$ cat config.mk
export PLATFORM = sky130hd
export DESIGN_NAME = alu_execute_unit_flat
export DESIGN_NICKNAME = d
export VERILOG_FILES = /design/src/rtl/alu_execute_unit_if.sv /design/src/rtl/alu_execute_unit.sv /design/src/flat_wrapper.sv
export SDC_FILE = /design/constraint.sdc
export NUM_CORES = 1
export LEC_CHECK = 0
export CAP_MARGIN = 20
export CELL_PAD_IN_SITES_DETAIL_PLACEMENT = 1
export CELL_PAD_IN_SITES_GLOBAL_PLACEMENT = 2
export CORE_MARGIN = 5
export CORE_UTILIZATION = 37
export DETAILED_ROUTE_END_ITERATION = 10
export GPL_TIMING_DRIVEN = 0
export PLACE_DENSITY_LB_ADDON = 0.1
export SYNTH_ARGS = -nofsm -noshare
export SYNTH_HDL_FRONTEND = slang
export SYNTH_SLANG_ARGS = --single-unit
export TNS_END_PERCENT = 5
$ cat constraint.sdc
create_clock -name Clock -period 4.4 [get_ports Clock]
set_input_delay 0.66 -clock Clock [delete_from_list [all_inputs] [get_ports Clock]]
set_output_delay 0.66 -clock Clock [all_outputs]
set_load 0.01 [all_outputs]
$ cat src/rtl/alu_execute_unit_if.sv
// ---------------------------------------------------------------------------
// alu_execute_unit_if
// Request/response bundle between the register bank and the execute stage.
//
// Handshake: Start is a request that is accepted on a rising Clock
// only while Busy=0. Once Busy=1, Start is ignored and nothing is queued.
// Done is a one-cycle valid for Result/Result_Dest/Write_Enable/Flags.
// The response side has no backpressure.
//
// Signals
//   Start, Opcode, Source1, Source2, Destination : request (master -> slave)
//   Busy, Done, Write_Enable, Result, Result_Dest, Flags : response
// Modports
//   master : register bank / driver side
//   slave  : execute unit side
// ---------------------------------------------------------------------------
interface alu_execute_unit_if #(
   parameter int DATA_WIDTH = 32,
   parameter int ADDR_WIDTH = 4
);
   logic                  Start;
   logic [3:0]            Opcode;
   logic [DATA_WIDTH-1:0] Source1;
   logic [DATA_WIDTH-1:0] Source2;
   logic [ADDR_WIDTH-1:0] Destination;
   logic                  Busy;
   logic                  Done;
   logic                  Write_Enable;
   logic [DATA_WIDTH-1:0] Result;
   logic [ADDR_WIDTH-1:0] Result_Dest;
   logic [3:0]            Flags;

   modport master (
      output Start, Opcode, Source1, Source2, Destination,
      input  Busy, Done, Write_Enable, Result, Result_Dest, Flags
   );

   modport slave (
      input  Start, Opcode, Source1, Source2, Destination,
      output Busy, Done, Write_Enable, Result, Result_Dest, Flags
   );
endinterface

$ cat src/rtl/alu_execute_unit.sv
// ---------------------------------------------------------------------------
// alu_execute_unit
// Execute stage that sits after the register bank. It takes Source1/Source2,
// runs one ALU operation or an iterative shift-add MUL, and returns a
// registered Result, Result_Dest and Write_Enable to the bank write path.
// It also holds the NZCV flags.
//
// Ports
//   Clock     : rising-edge clock
//   Reset_n   : asynchronous active-low reset
//   bus       : alu_execute_unit_if.slave (request/response bundle)
//   dbg_state : current FSM state (0 IDLE, 1 MULT, 2 FINISH)
// ---------------------------------------------------------------------------
module alu_execute_unit #(
   parameter int DATA_WIDTH = 32,
   parameter int ADDR_WIDTH = 4
) (
   input  logic                    Clock,
   input  logic                    Reset_n,
   alu_execute_unit_if.slave       bus,
   output logic [1:0]              dbg_state
);

   localparam int MSB = DATA_WIDTH - 1;
   localparam int SHW = $clog2(DATA_WIDTH);
   localparam int CW  = $clog2(DATA_WIDTH);

   localparam logic [3:0] OP_AND = 4'b0000;
   localparam logic [3:0] OP_ORR = 4'b0001;
   localparam logic [3:0] OP_EOR = 4'b0010;
   localparam logic [3:0] OP_ADD = 4'b0011;
   localparam logic [3:0] OP_SUB = 4'b0100;
   localparam logic [3:0] OP_CMP = 4'b0101;
   localparam logic [3:0] OP_MOV = 4'b0110;
   localparam logic [3:0] OP_MVN = 4'b0111;
   localparam logic [3:0] OP_LSL = 4'b1000;
   localparam logic [3:0] OP_LSR = 4'b1001;
   localparam logic [3:0] OP_MUL = 4'b1010;

   typedef enum logic [1:0] {
      IDLE   = 2'd0,
      MULT   = 2'd1,
      FINISH = 2'd2
   } state_t;

   state_t                state;
   logic                  busy_r;
   logic                  done_r;
   logic                  we_r;
   logic [DATA_WIDTH-1:0] result_r;
   logic [ADDR_WIDTH-1:0] dest_r;
   logic [3:0]            flags_r;

   // Multiply datapath
   logic [DATA_WIDTH-1:0] mcand;
   logic [DATA_WIDTH-1:0] mplier;
   logic [DATA_WIDTH-1:0] acc;
   logic [DATA_WIDTH-1:0] acc_next;
   logic [CW-1:0]         cnt;
   logic [ADDR_WIDTH-1:0] mul_dest;

   // Single-cycle ALU results
   logic [DATA_WIDTH:0]   sum;
   logic [DATA_WIDTH:0]   diff;
   logic [DATA_WIDTH-1:0] alu_result;
   logic                  alu_we;
   logic [3:0]            alu_flags;

   assign bus.Busy         = busy_r;
   assign bus.Done         = done_r;
   assign bus.Write_Enable = we_r;
   assign bus.Result       = result_r;
   assign bus.Result_Dest  = dest_r;
   assign bus.Flags        = flags_r;
   assign dbg_state        = state;

   // The extra top bit of diff is the borrow, so C = ~diff[DATA_WIDTH].
   assign sum  = {1'b0, bus.Source1} + {1'b0, bus.Source2};
   assign diff = {1'b0, bus.Source1} - {1'b0, bus.Source2};

   always_comb begin
      alu_result = '0;
      alu_we     = 1'b1;
      alu_flags  = flags_r;
      case (bus.Opcode)
         OP_AND: alu_result = bus.Source1 & bus.Source2;
         OP_ORR: alu_result = bus.Source1 | bus.Source2;
         OP_EOR: alu_result = bus.Source1 ^ bus.Source2;
         OP_ADD: begin
            alu_result   = sum[MSB:0];
            alu_flags[1] = sum[DATA_WIDTH];
            alu_flags[0] = (bus.Source1[MSB] == bus.Source2[MSB]) &&
                           (sum[MSB] != bus.Source1[MSB]);
         end
         OP_SUB, OP_CMP: begin
            alu_result   = diff[MSB:0];
            alu_we       = (bus.Opcode == OP_SUB);
            alu_flags[1] = ~diff[DATA_WIDTH];
            alu_flags[0] = (bus.Source1[MSB] != bus.Source2[MSB]) &&
                           (diff[MSB] != bus.Source1[MSB]);
         end
         OP_MOV: alu_result = bus.Source2;
         OP_MVN: alu_result = ~bus.Source2;
         OP_LSL: alu_result = bus.Source1 << bus.Source2[SHW-1:0];
         OP_LSR: alu_result = bus.Source1 >> bus.Source2[SHW-1:0];
         default: alu_we = 1'b0;  // undefined: zero result, flags untouched
      endcase
      // N and Z follow the result for every defined single-cycle op.
      if (bus.Opcode <= OP_LSR) begin
         alu_flags[3] = alu_result[MSB];
         alu_flags[2] = (alu_result == '0);
      end
   end

   // Add the shifted multiplicand whenever the current multiplier bit is set.
   assign acc_next = mplier[0] ? (acc + mcand) : acc;

   always_ff @(posedge Clock or negedge Reset_n) begin
      if (!Reset_n) begin
         state    <= IDLE;
         busy_r   <= 1'b0;
         done_r   <= 1'b0;
         we_r     <= 1'b0;
         result_r <= '0;
         dest_r   <= '0;
         flags_r  <= 4'b0000;
         mcand    <= '0;
         mplier   <= '0;
         acc      <= '0;
         cnt      <= '0;
         mul_dest <= '0;
      end else begin
         case (state)
            IDLE, FINISH: begin
               state  <= IDLE;
               done_r <= 1'b0;
               we_r   <= 1'b0;
               if (bus.Start) begin
                  if (bus.Opcode == OP_MUL) begin
                     state    <= MULT;
                     busy_r   <= 1'b1;
                     mcand    <= bus.Source1;
                     mplier   <= bus.Source2;
                     acc      <= '0;
                     cnt      <= '0;
                     mul_dest <= bus.Destination;
                  end else begin
                     state    <= FINISH;
                     done_r   <= 1'b1;
                     we_r     <= alu_we;
                     result_r <= alu_result;
                     dest_r   <= bus.Destination;
                     flags_r  <= alu_flags;
                  end
               end
            end
            MULT: begin
               acc    <= acc_next;
               mcand  <= mcand << 1;
               mplier <= mplier >> 1;
               cnt    <= cnt + 1'b1;
               if (cnt == CW'(DATA_WIDTH - 1)) begin
                  state      <= FINISH;
                  busy_r     <= 1'b0;
                  done_r     <= 1'b1;
                  we_r       <= 1'b1;
                  result_r   <= acc_next;
                  dest_r     <= mul_dest;
                  flags_r[3] <= acc_next[MSB];
                  flags_r[2] <= (acc_next == '0);
               end
            end
            default: begin
               state  <= IDLE;
               busy_r <= 1'b0;
               done_r <= 1'b0;
               we_r   <= 1'b0;
            end
         endcase
      end
   end

endmodule

$ cat src/flat_wrapper.sv
// flat-port wrapper written by rule: the top's interface ports become plain ports
module alu_execute_unit_flat 
#(
   parameter int DATA_WIDTH = 32,
   parameter int ADDR_WIDTH = 4
)
  (Clock, Reset_n, dbg_state, bus_Start, bus_Opcode, bus_Source1, bus_Source2, bus_Destination, bus_Busy, bus_Done, bus_Write_Enable, bus_Result, bus_Result_Dest, bus_Flags);
  alu_execute_unit_if #(.DATA_WIDTH(DATA_WIDTH), .ADDR_WIDTH(ADDR_WIDTH)) bus_i ();
  input  logic Clock;
  input  logic Reset_n;
  output logic [1:0] dbg_state;
  input wire logic [$bits(bus_i.Start)-1:0] bus_Start;
  input wire logic [$bits(bus_i.Opcode)-1:0] bus_Opcode;
  input wire logic [$bits(bus_i.Source1)-1:0] bus_Source1;
  input wire logic [$bits(bus_i.Source2)-1:0] bus_Source2;
  input wire logic [$bits(bus_i.Destination)-1:0] bus_Destination;
  output wire logic [$bits(bus_i.Busy)-1:0] bus_Busy;
  output wire logic [$bits(bus_i.Done)-1:0] bus_Done;
  output wire logic [$bits(bus_i.Write_Enable)-1:0] bus_Write_Enable;
  output wire logic [$bits(bus_i.Result)-1:0] bus_Result;
  output wire logic [$bits(bus_i.Result_Dest)-1:0] bus_Result_Dest;
  output wire logic [$bits(bus_i.Flags)-1:0] bus_Flags;
  assign bus_i.Start = bus_Start;
  assign bus_i.Opcode = bus_Opcode;
  assign bus_i.Source1 = bus_Source1;
  assign bus_i.Source2 = bus_Source2;
  assign bus_i.Destination = bus_Destination;
  assign bus_Busy = bus_i.Busy;
  assign bus_Done = bus_i.Done;
  assign bus_Write_Enable = bus_i.Write_Enable;
  assign bus_Result = bus_i.Result;
  assign bus_Result_Dest = bus_i.Result_Dest;
  assign bus_Flags = bus_i.Flags;
  alu_execute_unit #(.DATA_WIDTH(DATA_WIDTH), .ADDR_WIDTH(ADDR_WIDTH)) u_core (.Clock(Clock), .Reset_n(Reset_n), .bus(bus_i), .dbg_state(dbg_state));
endmodule
==> insert_results.sql <==
INSERT INTO impl_metrics (metric_group, metric, value, unit) VALUES
('min_path', 'holdCritPathClass', 'in2async', ''),
('timing', 'highest_achievable_clock_rate', '0.2139', 'GHz'),
('route', 'routed_wirelength_normalized_by_instance_count', '36.20', 'microns'),
('clock_tree', 'numCtsBuffers', '17', ''),
('synth', 'syn-num-nets', '2719', ''),
('timing', 'final-max-slew-violation-count', '0', ''),
('route', 'dr.pass1.iters', '6', ''),
('finish', 'areaGrowthSynthToFinish', '23.98', '%'),
('timing', 'worst_slew_pin_slew', '1.077', 'ns'),
('status', 'outcome', 'finished, violations left', ''),
('route', 'ant_nets', '0', ''),
('critical_path', 'crit-reg2reg-launch', 'u_core.dbg_state[0]', ''),
('floorplanning', 'die_h', '236.4', 'microns'),
('synth', 'yosys.area_share.xor_xnor', '1.662', '%'),
('timing', 'period_needed', '4.674', 'ns'),
('synth', 'postSynthAreaPerCell', '7.554', 'sq um'),
('clock_tree', 'clock_tree_from_tritoncts', 'yes', ''),
('critical_path', 'setup.worst_path.class', 'in2reg', ''),
('critical_path', 'crit_cells', '13', ''),
('floorplanning', 'row_count', '83', ''),
('placed_design', 'pre_cts_ws', '-2.859', 'ns'),
('floorplanning', 'floorplan.core_area', '51090', 'sq um'),
('synth', 'postSynthCellCount', '2511', ''),
('placed_design', 'detailedPlacementHpwl', '98830', 'microns'),
('synth', 'synth_compound_area_share', '28.54', '%'),
('global_routing', 'globalRouteOverflowTotal', '0', ''),
('status', 'violations_in_the_final_reports', 'setup timing', ''),
('synth', 'postSynthRegisterBits', '149', ''),
('global_routing', 'groute.layer.met3.usage', '13.31', '%'),
('critical_path', 'crit_path_cell_trace', 'dlygate4sd2_1 -> nor2_2 -> and3_1 -> clkbuf_2 -> buf_1 -> o211ai_1 -> a31oi_1 -> o22ai_1 -> o21a_1 -> nand4_1 -> nor4_4 -> a32o_1 -> a41o_1', ''),
('synth', 'synthMuxAreaShare', '13.79', '%'),
('critical_path', 'timing.rr.end', 'u_core.bus.Flags[2]', ''),
('timing', 'count_of_final_hold_check_violations', '0', ''),
('job', 'number_of_max_cap_violations', '0', ''),
('synth', 'synth_largest_area_cell', 'dfrtp_1', ''),
('timing', 'rsz_0062_raised_after_global_routing', 'yes', ''),
('critical_path', 'rr_worst_depth', '12', ''),
('synth', 'synth_top_cell_area_share', '19.66', '%'),
('timing', 'finalSetupViolations', '3', ''),
('synth', 'synthTopCellsByArea', 'dfrtp_1 (20%), ha_1 (8.6%), mux4_2 (6.5%)', ''),
('finish', 'finalNonFillerCells', '3407', ''),
('floorplanning', 'floorplan.die_area', '55890', 'sq um'),
('finish', 'most_frequent_standard_cell_in_the_layout_excluding_fill_and_tap_cells', 'nand2_1', ''),
('finish', 'final_nets', '2917', ''),
('finish', 'final.fill_count', '6253', ''),
('synth', 'synth.cell_area', '18970', 'sq um'),
('synth', 'yosys.cell_types.count', '91', ''),
('placed_design', 'placement.cell_area', '21190', 'sq um'),
('finish', 'final_cell_area', '23520', 'sq um'),
('timing', 'postLayoutSetupSlackWorst', '-0.2744', 'ns'),
('clock_tree', 'clock-root-buffer', 'clkbuf_16', ''),
('route', 'via_count', '23930', ''),
('timing', 'max-slew-margin-rel', '27.22', '%'),
('critical_path', 'timing.critical_path.from', 'bus_Opcode[2]', ''),
('global_routing', 'grt_antenna_before_repair', '13', ''),
('clock_tree', 'cts.sinks', '149', ''),
('global_routing', 'first_global_vias', '23270', ''),
('floorplanning', 'num_io_pins', '120', ''),
('placed_design', 'gp_congestion', '1.091', ''),
('critical_path', 'worst_path_dominant_cell_family', 'simple AND/OR/NAND/NOR gates', ''),
('synth', 'ys_warn_count', '0', ''),
('finish', 'layout_common_cells', 'nand2_1 (279), nor2_1 (242), a21oi_1 (217)', ''),
('global_routing', 'grt_first_pass_wirelength', '173900', 'microns'),
('timing', 'final.hold.worst_slack', '0.1535', 'ns'),
('power_and_ir_drop', 'worst_case_vdd_ir_drop', '0.3915', 'mV'),
('route', 'drc_errors', '0', ''),
('critical_path', 'cp_peak_stage_delay', '0.73', 'ns'),
('critical_path', 'setup.worst_path.start_class', 'primary input', ''),
('critical_path', 'critPathRequiredTime', '4.76', 'ns'),
('floorplanning', 'die-width', '236.4', 'microns'),
('route', 'viasPerCell', '7.023', '');
## where the power goes
part	internal (W)	switching [W]
combinational	0.00185	0.00327
sequential	0.00181	0.000386
clock	0.000803	0.000723
total	0.00446	0.00438
## cells by family after synthesis
logic type	after synthesis
DFF	149
and+or+nand+nor	839
AOI/OAI and AO/OA	839
xor gates and xnor gates	36
buffers and inverters	328
muxes	187
adders and majority gates	133
## layer usage
metal	part of all wire, %	wire [microns]	up-vias
met3	13	16160	353
li1	-	-	9703
met5	0.24	294	-
met4	5.3	6569	18
met1	41	50530	12070
met2	40	49780	1784
## worst reg2reg max path, cell delays in order (launching register included)
cell and delay, ns:
dfrtp_1 0.55, nor2b_1 0.21, clkbuf_1 0.68, a22oi_1 0.38
nor2_1 0.50, nand4_1 0.18, nor4b_2 0.47, nand4_1 0.16
nor4bb_1 0.29, nand4_1 0.20, nor4_4 0.38, a32o_1 0.22
a41o_1 0.09
## Yosys cell counts (all sizes together), types with 16 or more instances
cell    number
mux2i       97
nor3        49
nand3       80
a221oi      19
a21o        25
and3        17
a211oi      48
a221o       16
inv        110
nand2b      18
and2        16
nand2      283
mux4        55
buf         75
nor2       251
a21oi      236
ha         130
nor2b       31
clkbuf     140
o21ai      211
o31ai       18
a31oi       22
o22ai       41
xnor2       20
o211ai      38
mux2        35
xor2        16
nand4       21
dfrtp      149
## final cells by class
type	instances	area (sq um)	share of cell area, %
Sequential cell	149	3729	15.85
Buffer	208	1438	6.113
Timing Repair Buffer	186	1682	7.150
Inverter	113	470.5	2.000
Antenna cell	5	12.51	0.05320
Clock inverter	15	160.2	0.6810
Tap cell	680	850.8	3.618
Multi-Input combinational cell	2034	14750	62.72
Clock buffer	17	425.4	1.809
## stage by stage
stage	TNS (ns)	power, W	util (%)
after floorplan	-0.04851	0.004937	-
after global placement	-765.21	0.006628	41.39
after detailed placement	-173.99	0.006802	41.47
after CTS	0	0.008591	45.75
after global routing	-0.3050	0.009205	46.01
final	-0.3591	0.008840	46.03
## flip-flops by register name, indices dropped and copies added (netlist names)
| signal | cells |
|---|---|
| u_core.acc | 32 |
| u_core.bus.Result | 32 |
| u_core.mcand | 32 |
| u_core.mplier | 32 |
| u_core.cnt | 5 |
| u_core.bus.Flags | 4 |
| u_core.bus.Result_Dest | 4 |
| u_core.mul_dest | 4 |
| u_core.bus.Busy | 1 |
| u_core.bus.Done | 1 |
| u_core.bus.Write_Enable | 1 |
| u_core.dbg_state | 1 |
## what timing repair did
action / 4_1_cts / 5_1_grt
gates resized for setup: 451 / 35
setup buffers: 57 / 7
setup endpoints to repair: 142 / 7
hold buffers: 0 / 0
pin swaps: 39 / 10
## worst min path at each step
stage	cells after the start	slack, ns	start	to
global placement	2	0.46	u_core.mplier[2]	u_core.mplier[1]
detailed placement	2	0.47	u_core.mplier[2]	u_core.mplier[1]
finish	1	0.15	Reset_n	u_core.bus.Result[11]
CTS	1	0.17	Reset_n	u_core.bus.Result_Dest[3]
floorplan	0	0.36	Reset_n	u_core.acc[0]
global route	1	0.19	Reset_n	u_core.mul_dest[0]
Power figures use the tool's default switching activity.
